**src/rtl/csr_arbiter.sv**
```systemverilog
// Two-master round-robin arbiter onto a shared CSR bus, with grant lock,
// hold timeout and one mandatory dead cycle between owners.
module csr_arbiter #(
    parameter logic [7:0] TIMEOUT    = 8'd200,
    parameter logic       PRIO_RESET = 1'b0
) (
    input  logic       clk,
    input  logic       rst_n,
    input  logic       m0_req,
    input  logic       m0_lock,
    input  logic [4:0] m0_a,
    input  logic       m0_we,
    input  logic [7:0] m0_do,
    output logic       m0_gnt,
    output logic [7:0] m0_di,
    input  logic       m1_req,
    input  logic       m1_lock,
    input  logic [4:0] m1_a,
    input  logic       m1_we,
    input  logic [7:0] m1_do,
    output logic       m1_gnt,
    output logic [7:0] m1_di,
    output logic [4:0] csr_a,
    output logic       csr_we,
    output logic [7:0] csr_do,
    input  logic [7:0] csr_di,
    output logic       timeout_irq,
    output logic       owner
);
    typedef enum logic [1:0] {IDLE, GNT0, GNT1, HOLDOFF} state_t;

    state_t     state, state_nxt;
    logic [7:0] cnt;
    logic [1:0] blk;
    logic [1:0] req, gnt, elig;
    logic       cur, hold, tmo, in_gnt;

    assign req    = {m1_req, m0_req};
    assign gnt    = {state == GNT1, state == GNT0};
    assign in_gnt = (state == GNT0) || (state == GNT1);
    assign cur    = (state == GNT1);
    assign elig   = req & ~blk;
    assign hold   = cur ? (m1_req | m1_lock) : (m0_req | m0_lock);
    // Timeout fires in the TIMEOUT-th granted cycle, overriding lock.
    assign tmo    = (TIMEOUT != 8'd0) && in_gnt && (cnt == TIMEOUT - 8'd1);

    always_comb begin
        state_nxt = state;
        case (state)
            IDLE: begin
                if (elig == 2'b11)
                    state_nxt = owner ? GNT0 : GNT1;
                else if (elig[0])
                    state_nxt = GNT0;
                else if (elig[1])
                    state_nxt = GNT1;
            end
            GNT0, GNT1: if (tmo || !hold) state_nxt = HOLDOFF;
            HOLDOFF:    state_nxt = IDLE;
            default:    state_nxt = IDLE;
        endcase
    end

    always_ff @(posedge clk or negedge rst_n) begin
        if (!rst_n) begin
            state       <= IDLE;
            cnt         <= 8'd0;
            blk         <= 2'b00;
            owner       <= ~PRIO_RESET;
            timeout_irq <= 1'b0;
        end else begin
            state       <= state_nxt;
            timeout_irq <= tmo;
            if (state == IDLE && state_nxt != IDLE) begin
                cnt   <= 8'd0;
                owner <= (state_nxt == GNT1);
            end else if (in_gnt && cnt != 8'hff) begin
                cnt <= cnt + 8'd1;
            end
            for (int i = 0; i < 2; i++) begin
                if (tmo && cur == i[0])
                    blk[i] <= 1'b1;
                else if (!req[i])
                    blk[i] <= 1'b0;
            end
        end
    end

    // Bus mux is driven straight from the registered state, so reset clears it at once.
    assign m0_gnt = gnt[0];
    assign m1_gnt = gnt[1];
    assign csr_a  = gnt[0] ? m0_a  : gnt[1] ? m1_a  : 5'd0;
    assign csr_do = gnt[0] ? m0_do : gnt[1] ? m1_do : 8'd0;
    assign csr_we = (m0_we & gnt[0]) | (m1_we & gnt[1]);
    assign m0_di  = gnt[0] ? csr_di : 8'h00;
    assign m1_di  = gnt[1] ? csr_di : 8'h00;
endmodule

```
**config.mk**
```make
export PLATFORM = sky130hd
export DESIGN_NAME = csr_arbiter
export DESIGN_NICKNAME = d
export VERILOG_FILES = /design/src/rtl/csr_arbiter.sv
export SDC_FILE = /design/constraint.sdc
export NUM_CORES = 1
export LEC_CHECK = 0
export ABC_AREA = 1
export BUFFER_PORTS_ARGS = -buffer_cell sky130_fd_sc_hd__buf_2
export CORE_ASPECT_RATIO = 0.7
export CORE_UTILIZATION = 38
export CTS_CLUSTER_SIZE = 10
export DETAILED_ROUTE_END_ITERATION = 10
export PLACE_DENSITY = 0.73
export SYNTH_ARGS = -nofsm -noshare
export SYNTH_HDL_FRONTEND = slang
export SYNTH_SLANG_ARGS = --single-unit
```
**constraint.sdc**
```tcl
create_clock -name clk -period 1.4 [get_ports clk]
set_input_delay 0.07 -clock clk [delete_from_list [all_inputs] [get_ports clk]]
set_output_delay 0.07 -clock clk [all_outputs]
set_load 0.02 [all_outputs]
```
Yosys cells after proc, flatten, opt, wreduce, memory -nomap -nowiden
Index checks and enable logic that the tools add are counted.

word-level totals
  register bits after elaboration = 14
  latch bits = 0
  RAM bits = 0
  bits in read-only memories = 0
  bits of input ports = 42
  output and inout port bits = 34
  logic and storage cells = 55
  memories = 0

operators by class
  add/subtract/negate cells = 1
  multiply operators = 0
  divide/modulo/power cells = 0
  magnitude comparators = 0
  equal/unequal tests = 9
  shifts and indexed selects = 0
  multiplexer cells = 19
  bitwise logic cells = 8
  reduce and logical (&&, ||, !) cells = 12

operator list
  cell                                            number
  two-way mux 8 bit                               6
  two-way mux 2 bit                               5
  two-way mux 5 bit                               2
  adder 8 x 1 -> 8 bit (second input constant)    1
  == test 2 bit (second input constant)           4
  == test 8 bit (second input constant)           1
  != test 8 bit (second input constant)           1
  one-hot mux 2 bit (3 select lines)              1
  logical AND 1 bit                               5
  two-way mux 1 bit                               5
  != test 2 x 1 -> 1 bit (second input constant)  2
  nonzero test 2 bit                              2
  bitwise OR 1 bit                                3
  AND 1 bit                                       2
  AND 2 bit                                       1
  == test 2 x 1 -> 1 bit (second input constant)  1
  zero test 2 bit                                 1
  logical OR 1 bit                                2
  inverter 2 bit                                  1
  OR reduction 2 bit                              1
  zero test 1 bit                                 1
  inverter 1 bit                                  1

Logic depth before layout (Yosys ltp)
Gate-level depths: netlist of run 1.

  word-level depth = 9
  mapped depth = 12
  depth with buffers taken out = 11

Worst setup path after synthesis of run 1
OpenSTA, ideal clock, no wires.

  kind = register to register
  start = register state[0]
  end = register cnt[5]
  library setup time = 0.069 ns
  arrival = 1.589 ns
  data required time = 1.331 ns
  slack = -0.257 ns
  cell stages (with the launch flop) = 12
  path buffers = 1
  clock period less this slack = 1.657 ns
  cells stage by stage = dfrtp_1 inv_1 ha_1 buf_6 o21ai_1 nand2_1 nand3_2 a21oi_4 nand2_2 nand2_4 inv_4 nor2_2

between the ends
  longest elaborated chain between the ends = 9
  elaborated cells between the ends (all ways) = 20
  classes of those cells = eq/ne: 3; mux: 7; reduce/logical: 10

RTL lines
  what                                                     line    RTL
  start: declaration                                       32      state_t state, state_nxt;
  start signal: assignment                                 72      state <= state_nxt;
  == test 2 bit *                                          n/a
  net m1_gnt                                               21      output logic m1_gnt,
  two-way mux 1 bit or logical OR 1 bit (tied branches)    43, 40
  zero test 1 bit or logical AND 1 bit (tied branches)     58, 45
  logical OR 1 bit                                         58      GNT0, GNT1: if (tmo || !hold) state_nxt = HOLDOFF;
  two-way mux 2 bit                                        58
  one-hot mux 2 bit (3 select lines)                       49      case (state)
  nonzero test 2 bit                                       74      if (state == IDLE && state_nxt != IDLE) begin
  logical AND 1 bit                                        74
  two-way mux 8 bit or nonzero test 2 bit (tied branches)  n/a
  end signal: assignment                                   78      cnt <= cnt + 8'd1;
  end: declaration                                         33      logic [7:0] cnt;

Mark *: on every way through the listed nets, which the timed path passes. The rest lies on a longest branch.
A chain may end at the register's enable or synchronous reset.

Worst setup path in the final report of run 1
  start = register state[1]
  end = register cnt[6]

between the ends
  longest elaborated chain between the ends = 9
  elaborated cells between the ends (all ways) = 20
  classes of those cells = eq/ne: 3; mux: 7; reduce/logical: 10

RTL lines
  what                                                     line
  == test 2 bit or == test 2 x 1 -> 1 bit (tied branches)  40, 41, 49
  two-way mux 1 bit or logical OR 1 bit (tied branches)    43, 40
  zero test 1 bit or logical AND 1 bit (tied branches)     58, 45
  logical OR 1 bit                                         58
  two-way mux 2 bit                                        58
  one-hot mux 2 bit (3 select lines)                       49
  nonzero test 2 bit                                       74
  logical AND 1 bit                                        74
  two-way mux 8 bit or nonzero test 2 bit (tied branches)  n/a

Several ways; a longest one is shown, not always the timed one.

==> results of run 1 <==
==> metrics by stage <==
stage                     hold WS [ps]  worst slack [ps]
after CTS                         64.7              -143
after global placement           -19.9              -136
final                             77.2              -367
after detailed placement         -20.4              -165
after global routing              81.9              -474
after floorplan                   -226              -119
==> path summary, 6_finish.rpt <==
path                       startpoint      to  slack (ps)
min in group asynchronous       rst_n  cnt[4]         240
min                            m1_req  blk[1]          80
min reg2reg                     owner   owner         520
max                          state[1]  cnt[6]        -370
max reg2reg                  state[1]  cnt[6]        -370
max in group asynchronous       rst_n   owner         860
==> routing by layer <==
layer / track usage (%) / vias up / part of all wire, %
met1: 33.1 / 886 / 35
met5: 0 / - / 0
met3: 8.02 / 63 / 10
li1: - / 764 / -
met4: 14.9 / 0 / 9.6
met2: 44.3 / 169 / 45
==> cells in the final DEF, fill, tap and decap left out, types with 2 or more instances in the layout <==
cell type	instances
buf_2	44
buf_6	35
nand2_2	26
nand2_1	25
nand2_4	23
inv_2	20
buf_4	20
nand3_1	14
dfrtp_1	13
inv_1	12
nor2_1	7
nor2_2	7
nand3_2	4
clkbuf_8	4
nor2_4	3
xor2_1	3
ha_4	3
o21ai_2	2
o21ai_1	2
a21oi_2	2
buf_12	2
==> cells by family (layout without fill, tap and decap cells) <==
kind of cell / count (synthesis) / after routing / synth area share (%)
XOR/XNOR: 4 / 4 / 3.00
flip-flops: 14 / 14 / 30.2
adder cells (fa/ha/maj): 4 / 4 / 4.29
AND/OR/NAND/NOR: 111 / 111 / 42.1
AO/OA/AOI/OAI: 11 / 11 / 6.76
buffers and inverters: 40 / 143 / 13.7
==> sequential cells by signal (all words and copies together), names as in the netlist <==
name	flops
blk	2
cnt	8
owner	1
state	2
timeout_irq	1
==> final cells by class <==
| cell class | count | share of cell area [%] |
|---|---|---|
| Clock buffer | 4 | 2.26 |
| Inverter | 34 | 5.74 |
| Multi-Input combinational cell | 130 | 39.6 |
| Sequential cell | 14 | 14.4 |
| Tap cell | 36 | 1.85 |
| Timing Repair Buffer | 105 | 36.1 |
==> worst max-delay path, stage by stage, from the launching register on <==
cell and delay (ps):
dfrtp_1 410, buf_6 140, ha_4 190, inv_2 90, o21ai_2 80, nand2_2 100, nand3_2 90, a21oi_2 190
nand2_2 110, nand2_4 120, nand2_2 70, nor2_2 100
==> repair_timing <==
item                                    in CTS  in global routing
pin swaps                                   22                  5
endpoints found under the hold margin       14                  0
buffers inserted                             6                  5
endpoints found under the setup margin      39                 45
hold buffers                                 1                  0
gates cloned                                 1                  1
gates resized for setup                    103                 74
==> power groups by stage <==
stage | logic (mW) | clock network [mW] | registers, mW
after CTS | 3.43 | 0.406 | 0.554
final | 4.38 | 0.422 | 0.564
after floorplan | 1.71 | 0 | 0.583
after global routing | 4.58 | 0.448 | 0.573
after global placement | 2.62 | 0 | 0.564
after detailed placement | 2.64 | 0 | 0.567
==> Yosys cell counts (2+ instances only) <==
master / instances / area, um^2
nor2_1: 10 / 37.5
ha_1: 4 / 50.1
nand3_1: 17 / 85.1
o21ai_0: 2 / 10.0
o21ai_1: 2 / 10.0
clkbuf_1: 5 / 18.8
nor2_2: 7 / 43.8
a21oi_1: 2 / 10.0
dfrtp_1: 13 / 325
inv_1: 28 / 105
nand2_1: 68 / 255
inv_2: 5 / 18.8
nand2_2: 5 / 31.3
xor2_1: 3 / 26.3
==> results by group, run 1 <==
Layout
  – Post-Layout Cell Count: 323
  – Storage element area: 352 um^2
  – Antenna Cells: 0
  – Area Overhead vs Synth: 109%
  – Filler instances: 125
  – Post-layout util: 85.3%
  – Area of the multi-input gates: 967 um^2
  – Design area: roughly 2400 um^2
  – Layout cells sized above 1: 71.1%
  – NumNets Final: around 330

Routing
  – Total wire length: 6830 um
  – DR iter-0 viols: about 230
  – Vias/cell: 5.83
  – Via Count: 1882
  – Wirelength per Cell: ~21 um
  – Pre-Repair DR Iteration Count: 5
  – Final ANT Viol Nets: 0
  – # DRC: 0

STA
  – Normalized max-slew margin: 77.1%
  – Worst-margin pin slew: ~340 ps
  – FMAX: 0.566 GHz
  – Worst setup margin: -367 ps
  – Final setup viols: 46
  – Fin crit share: 126%
  – Clock skew: 12.7 ps
  – Setup tns final: -10240 ps
  – Count of pins over their slew limit: 0
  – RSZ-0062 raised after global routing: true
  – Fin. Hold Viols: 0
  – Tmin final: 1770 ps

Status
  – Failing checks: setup timing
  – Status: finished, violations left

Place
  – Detailed Place HPWL: approximately 2700 um
  – Final Wtd Congestion: roughly 0.83
  – Buffers on Ports: 75
  – Placed Area: approximately 1700 um^2
  – Cells after DPL: 308

Run
  – Max Cap Viol: 0

Power
  – Cell Pwr Density: 2200 nW/um^2
  – Seq pwr share: 10.5%
  – Total power: 5.37 mW
  – Sw frac: 50.5%
  – Max VDD drop: between 1000 and 1500 uV
  – Net switching power: 2.71 mW
  – Internal power: 2.66 mW
  – Clock Power Share: 7.9%
  – Leakage power: 1.41 nW
  – Comb pwr share: roughly 82%

Synth
  – Cell variety after synth: 27
  – Syn Std Cell Area: roughly 1200 um^2
  – Post-synthesis async set-or-reset flop share: 100%
  – Synth Register Bits: 14
  – Syn Inst Count: 184
  – Mapped Nets: 230
  – Seq/Total Area, Yosys: 30.2%
  – Post-synth EDFFs: 0
  – YS warnings: 0
  – Mean Syn Cell Area: between 6 and 7 um^2
  – Most used flip-flop cell after synthesis: dfrtp_1

Setup path
  – Reg2Reg Depth: 11
  – CP endpoint kind: register
  – Required time of the critical path: 1590 ps
  – Worst path arrival time: around 2000 ps
  – Critical path startpoint category: register
  – Crit path kind: reg -> reg
  – Worst-path maximum fanout: 5

Clocking
  – Clock transition at the registers of the reported paths: 70 ps
  – Clock buffers created by TritonCTS: 3
  – Root buffer cell: clkbuf_8
  – # clock sinks: 14
  – Skew-Pair Late Insertion Delay: 260 ps
  – CTS tree: done
  – Clock Path Buffers: 2
  – H-tree Lvls: 1

Floorplanning
  – Starting Density: 40.7%
  – Io pins: 76
  – Cell Rows: 16
  – DIE AREA: 3300 um^2
  – Die W: 68.2 um
  – Die Y: 48.4 um
  – Core Footprint: 2860 um^2

Global routing
  – Total gr overflow: 0
  – First-pass GRT wire length: 6840 um
  – Largest net degree at the start of global routing: 20
  – Initial antenna violation count: 0
  – Total track usage: 27.8%
  – Vias in the first global route: 1477

Hold path
  – Type of the tightest min-delay check: in -> reg
  – Hold Crit Depth: 3
Power figures use the tool's default switching activity.
==> run 2: changes to the inputs <==
--- a/config.mk
+++ b/config.mk
@@ -7,7 +7,6 @@
 export LEC_CHECK = 0
 export ABC_AREA = 1
 export BUFFER_PORTS_ARGS = -buffer_cell sky130_fd_sc_hd__buf_2
-export CORE_ASPECT_RATIO = 0.7
 export CORE_UTILIZATION = 38
 export CTS_CLUSTER_SIZE = 10
 export DETAILED_ROUTE_END_ITERATION = 10
==> results by group, run 2 (same netlist as run 1, synthesis figures left out) <==
Status
  – Status: finished, violations left
  – Failing checks: DRC, setup timing

Setup path
  – CP endpoint kind: register
  – Worst-path maximum fanout: 4 (-1)
  – Crit path top cell by count: nand2_2
  – Worst path arrival time: 1930 ps (-30 ps)
  – Reg2Reg Setup Slack: -300 ps (+70 ps)
  – Crit-path slowest cell: dfrtp_1
  – Cells along the critical path: inv_2 > ha_4 > nand2_2 > nor2_2 > nand2_2 > nand3_2 > a21oi_4 > nand2_2 > nand2_4 > nand2_2 > nor2_2
  – Required time of the critical path: 1630 ps (+40 ps)
  – Crit path kind: reg -> reg
  – Crit-path max cell delay: 420 ps (about the same)
  – Critical R2R Launch: state[0]
  – Reg2Reg Depth: 11 (unchanged)
  – Worst r2r dst: cnt[6]
  – Critical path startpoint category: register

Floorplanning
  – DIE AREA: 3290 um^2 (-0.11%)
  – Io pins: 76 (unchanged)
  – Die Y: 57.4 um (+19%)
  – Core Footprint: 2830 um^2 (-1.2%)
  – Die W: 57.4 um (-16%)
  – Cell Rows: 19 (+3)
  – Starting Density: 41.2% (+0.49 points)

Routing
  – Pre-Repair DR Iteration Count: 8 (+3)
  – Wirelength per Cell: 20.0 um (-5.4%)
  – Final ANT Viol Nets: 0 (unchanged)
  – DR iter-0 viols: 276 (+19%)
  – Vias/cell: 5.78 (-0.89%)
  – Via Count: 1848 (-1.8%)
  – # DRC: 10 (+10)
  – Total wire length: 6400 um (-6.3%)

Global routing
  – Total track usage: 24.8% (-3.1 points)
  – Vias in the first global route: 1472 (-0.34%)
  – Total gr overflow: 0 (unchanged)
  – First-pass GRT wire length: 6340 um (-7.3%)
  – Largest net degree at the start of global routing: 17 (-15%)
  – Initial antenna violation count: 0 (unchanged)

STA
  – Final setup viols: 45 (-2.2%)
  – Fin crit share: 121% (-4.9 points)
  – Worst-margin pin slew: 337 ps (-6.23 ps)
  – RSZ-0062 raised after global routing: true
  – FMAX: 0.589 GHz (+4.0%)
  – Fin. Hold Viols: 0 (unchanged)
  – Clock skew: 3.02 ps (-9.72 ps)
  – Worst setup margin: -298 ps (+68.2 ps)
  – Hold WS: 57.7 ps (-19.6 ps)
  – Count of pins over their slew limit: 0 (unchanged)
  – Tmin final: 1700 ps (-68.2 ps)
  – Normalized max-slew margin: 77.5% (+0.42 points)

Hold path
  – Type of the tightest min-delay check: in -> reg
  – Hold Crit Depth: 3 (unchanged)
  – Hold Path End: blk[0]
  – Min-Delay Startpoint: m0_req

Clocking
  – Clock transition at the registers of the reported paths: 100 ps (+30 ps)
  – Clock Path Buffers: 2 (unchanged)
  – # clock sinks: 14 (unchanged)
  – Skew-Pair Late Insertion Delay: 290 ps (+30 ps)
  – Root buffer cell: clkbuf_4
  – Clock buffers created by TritonCTS: 3 (unchanged)
  – H-tree Lvls: 1 (unchanged)
  – CTS tree: done

Layout
  – Most flop-heavy register: cnt
  – Area Overhead vs Synth: 106%
  – Commonest non-fill, non-tap cell in the layout: buf_2
  – NumNets Final: 336 (+0.60%)
  – Storage element area: 352 um^2 (unchanged)
  – Max reg flops: 8 (unchanged)
  – Filler instances: 137 (+9.6%)
  – Largest regs: cnt (8), blk (2), state (2)
  – Post-Layout Cell Count: 320 (-0.93%)
  – Antenna Cells: 0 (unchanged)
  – Area of the multi-input gates: 951 um^2 (-1.7%)
  – Layout cells sized above 1: 72.0% (+0.89 points)
  – Most frequent cells in the layout: 43 x buf_2, 39 x buf_6, 30 x nand2_2

Power
  – Total power: 5.28 mW (-1.7%)
  – Leakage power: 1.38 nW (-2.1%)
  – Seq pwr share: 10.7% (+0.2 points)
  – Clock Power Share: 5.9% (-2.0 points)
  – Net switching power: 2.64 mW (-2.5%)
  – Sw frac: 50.1% (-0.41 points)
  – Max VDD drop: 1400 uV (+10%)
  – Cell Pwr Density: 2190 nW/um^2 (-0.30%)
  – Comb pwr share: 83.4% (+1.8 points)
  – Internal power: 2.64 mW (-0.87%)

Place
  – Worst slack at placement: -161 ps (+4.46 ps)
  – Buffers on Ports: 75 (unchanged)
  – Cells after DPL: 304 (-1.3%)
  – Detailed Place HPWL: 2620 um (-1.5%)
  – Final Wtd Congestion: 0.832 (about the same)

Run
  – Max Cap Viol: 0 (unchanged)
[run 2: stage by stage]
stage          utilization (%)  TNS (ps)  instance area, um^2
2_1_floorplan                -     -1220                 1190
3_3_place_gp              61.4      -933                 1740
3_5_place_dp              61.4     -1350                 1740
4_1_cts                   74.8     -5130                 2120
5_1_grt                   85.1    -11180                 2410
6_report                  85.1     -8930                 2410
[run 2: worst max path at each step]
stage / from / endpoint / slack, ps / cells past startpoint
after CTS: state[1] / cnt[6] / -190 / 11
after global placement: state[1] / cnt[0] / -120 / 11
after global routing: state[0] / cnt[6] / -410 / 11
after floorplan: state[0] / cnt[5] / -120 / 11
final: state[0] / cnt[6] / -300 / 11
after detailed placement: state[1] / cnt[5] / -160 / 11
[run 2: worst max-delay path, delay by kind of cell, from the launching register on]
kind / cells / cell delay [ps]
AO/OA/AOI/OAI: 1 / 180
adder cells (fa/ha/maj): 1 / 230
buffers and inverters: 1 / 130
flip-flops: 1 / 420
AND/OR/NAND/NOR: 8 / 670
[run 2: power by group through the flow]
stage | registers, mW | clock network, mW | logic (mW)
final | 0.563 | 0.311 | 4.40
after global routing | 0.565 | 0.324 | 4.57
after CTS | 0.556 | 0.313 | 3.45
after detailed placement | 0.568 | 0 | 2.64
after global placement | 0.568 | 0 | 2.61
after floorplan | 0.583 | 0 | 1.71
[run 2: layout make-up]
type	instances	area share (%)
Tap cell	31	1.61
Multi-Input combinational cell	130	39.5
Timing Repair Buffer	107	37.1
Clock buffer	4	1.51
Sequential cell	14	14.6
Inverter	34	5.72
[run 2: repair_timing]
action | CTS | global route
endpoints found under the setup margin | 42 | 46
hold endpoints to repair | 14 | 0
resized for setup | 103 | 82
buffers inserted | 7 | 5
cloned | 2 | 0
pin swaps | 24 | 16
hold buffers | 1 | 0
[run 2: routing by layer]
layer	track usage [%]	routed length, um
met1	26.4	2150
met2	48.0	3050
met3	2.49	569
met4	11.8	633
met5	0	0
==> run 3: changes to the inputs <==
--- a/config.mk
+++ b/config.mk
@@ -7,10 +7,11 @@
 export LEC_CHECK = 0
 export ABC_AREA = 1
 export BUFFER_PORTS_ARGS = -buffer_cell sky130_fd_sc_hd__buf_2
+export CORE_MARGIN = 4
 export CORE_UTILIZATION = 38
 export CTS_CLUSTER_SIZE = 10
 export DETAILED_ROUTE_END_ITERATION = 10
-export PLACE_DENSITY = 0.73
+export PLACE_DENSITY_LB_ADDON = 0.3
 export SYNTH_ARGS = -nofsm -noshare
 export SYNTH_HDL_FRONTEND = slang
 export SYNTH_SLANG_ARGS = --single-unit
==> results by group, run 3 (same netlist as run 1, synthesis figures left out) <==
Status
  – Status: finished, violations left
  – Failing checks: setup timing

Layout
  – Storage element area: 352 um^2 (unchanged)
  – Most flop-heavy register: cnt
  – Area of the multi-input gates: 927 um^2 (-2.5%)
  – NumNets Final: 333 (-0.89%)
  – Post-Layout Cell Count: 317 (-0.94%)
  – Area Overhead vs Synth: 103%
  – Filler instances: 162 (+18%)
  – Antenna Cells: 0 (unchanged)
  – Layout cells sized above 1: 66.8% (-5.2 points)
  – Most frequent cells in the layout: 43 x nand2_1, 43 x buf_2, 34 x buf_6
  – Max reg flops: 8 (unchanged)
  – Design area: 2370 um^2 (-1.5%)
  – Largest regs: cnt (8), blk (2), state (2)

Floorplanning
  – Core Footprint: 2850 um^2 (+0.84%)
  – DIE AREA: 4020 um^2 (+22%)
  – Io pins: 76 (unchanged)
  – Cell Rows: 19 (unchanged)
  – Starting Density: 40.9% (-0.34 points)
  – Die Y: 63.4 um (+10%)
  – Die W: 63.4 um (+10%)

Setup path
  – Buf/Inv on CP: 5 (+4)
  – CP Launch Point: state[1]
  – Setup crit end: csr_do[3]
  – Crit path kind: reg -> out
  – Crit-path max cell delay: 390 ps (-30 ps)
  – Critical path startpoint category: register
  – Cells along the critical path: inv_2 > buf_6 > ha_4 > inv_4 > clkbuf_16 > nand3_2 > nand2_1 > buf_6
  – Worst-path maximum fanout: 6 (+2)
  – Crit path top cell by count: buf_6
  – Crit-path slowest cell: dfrtp_1
  – Cell count along the critical path: 8 (-3)
  – Critical R2R Launch: state[0]
  – Worst path arrival time: 1600 ps (-330 ps)
  – Required time of the critical path: 1330 ps (-300 ps)
  – Worst r2r dst: cnt[0]
  – CP endpoint kind: output pin
  – Delay-heaviest family, CP: buffers and inverters
  – Reg2Reg Setup Slack: -170 ps (+130 ps)
  – Reg2Reg Depth: 7 (-4)

STA
  – Count of pins over their slew limit: 0 (unchanged)
  – Worst-margin pin slew: 306 ps (-31.4 ps)
  – Final setup viols: 44 (-2.2%)
  – Fin. Hold Viols: 0 (unchanged)
  – RSZ-0062 raised after global routing: true
  – Setup tns final: -6110 ps (+2820 ps)
  – Tmin final: 1670 ps (-27.8 ps)
  – Hold WS: 47.7 ps (-9.99 ps)
  – Clock skew: 4.41 ps (+1.39 ps)
  – FMAX: 0.599 GHz (+1.7%)
  – Worst setup margin: -271 ps (+27.8 ps)
  – Fin crit share: 119% (-2.0 points)
  – Normalized max-slew margin: 79.5% (+1.9 points)

Routing
  – Final ANT Viol Nets: 0 (unchanged)
  – Pre-Repair DR Iteration Count: 4 (-4)
  – Total wire length: 5400 um (-16%)
  – # DRC: 0 (-10)
  – Via Count: 1611 (-13%)
  – Vias/cell: 5.08 (-12%)
  – Wirelength per Cell: 17.0 um (-15%)
  – DR iter-0 viols: 79 (-71%)

Global routing
  – Initial antenna violation count: 0 (unchanged)
  – Total track usage: 18.4% (-6.4 points)
  – First-pass GRT wire length: 6220 um (-1.9%)
  – GR Layer Usage met1: 21.9% (-4.5 points)
  – GRT met2 Usage: 33.2% (-15 points)
  – Total gr overflow: 0 (unchanged)
  – Largest net degree at the start of global routing: 24 (+7)
  – Gr busiest metal: met2
  – Met3 Resource Use GR: 3.91% (+1.4 points)
  – Vias in the first global route: 1387 (-5.8%)

Clocking
  – Clock Path Buffers: 2 (unchanged)
  – Clock buffers created by TritonCTS: 3 (unchanged)
  – # clock sinks: 14 (unchanged)
  – Clock transition at the registers of the reported paths: 80 ps (-20 ps)
  – Skew-Pair Late Insertion Delay: 270 ps (-20 ps)
  – CTS tree: done
  – H-tree Lvls: 1 (unchanged)
  – Root buffer cell: clkbuf_4

Run
  – Max Cap Viol: 0 (unchanged)

Place
  – Detailed Place HPWL: 2810 um (+7.3%)
  – Worst slack at placement: -156 ps (+5.13 ps)
  – Placed Area: 1720 um^2 (-0.86%)
  – Cells after DPL: 302 (-0.66%)
  – Final Wtd Congestion: 0.825 (-0.84%)
  – Buffers on Ports: 75 (unchanged)

Power
  – Cell Pwr Density: 2080 nW/um^2 (-5.2%)
  – Leakage power: 1.30 nW (-6.0%)
  – Max VDD drop: 1560 uV (+12%)

Hold path
  – Hold Crit Depth: 3 (unchanged)
  – Type of the tightest min-delay check: in -> reg
run 3: routing by layer:
| metal | up-vias | wire length, um |
|---|---|---|
| met1 | 728 | 1920 |
| met3 | 26 | 449 |
| met5 | - | 0 |
| met2 | 97 | 2800 |
| met4 | 0 | 217 |
| li1 | 760 | - |
run 3: report_power, final:
part	switching, mW	internal (mW)	leakage, nW
clock network	0.125	0.158	0.0210
registers	0.0509	0.497	0.186
logic	2.22	1.87	1.09
total	2.40	2.53	1.30
run 3: final cells by class:
class / instances / area share (%)
Sequential cell: 14 / 14.8
Inverter: 34 / 5.70
Multi-Input combinational cell: 130 / 39.1
Clock buffer: 4 / 1.53
Tap cell: 31 / 1.64
Timing Repair Buffer: 104 / 37.2
run 3: worst register-to-register path, stage by stage, from the launching register on:
cell and delay, ps:
dfrtp_1 390, inv_2 110, ha_4 220, buf_4 140, nand2_2 130, buf_4 130
xor2_1 270, nor2_4 60
run 3: what timing repair did:
item | 4_1_cts | 5_1_grt
hold buffers | 1 | 0
gates resized for setup | 39 | 113
endpoints found under the hold margin | 14 | 0
buffers inserted | 5 | 3
gates cloned | 0 | 2
pin swaps | 0 | 20
endpoints found under the setup margin | 43 | 45
run 3: stage by stage:
step                util (%)  total power [mW]
finish                  83.2              4.93
global route            83.2              5.22
CTS                     67.7              3.86
detailed placement      60.4              3.14
global placement        60.4              3.12
floorplan                  -              2.29
run 3: worst min path at each step:
stage,from,end,slack (ps)
after global placement,rst_n,cnt[7],-20
after detailed placement,rst_n,cnt[7],-20
after CTS,m1_req,blk[1],40
final,m0_req,blk[0],50
after global routing,m1_req,blk[1],40
after floorplan,rst_n,blk[0],-230
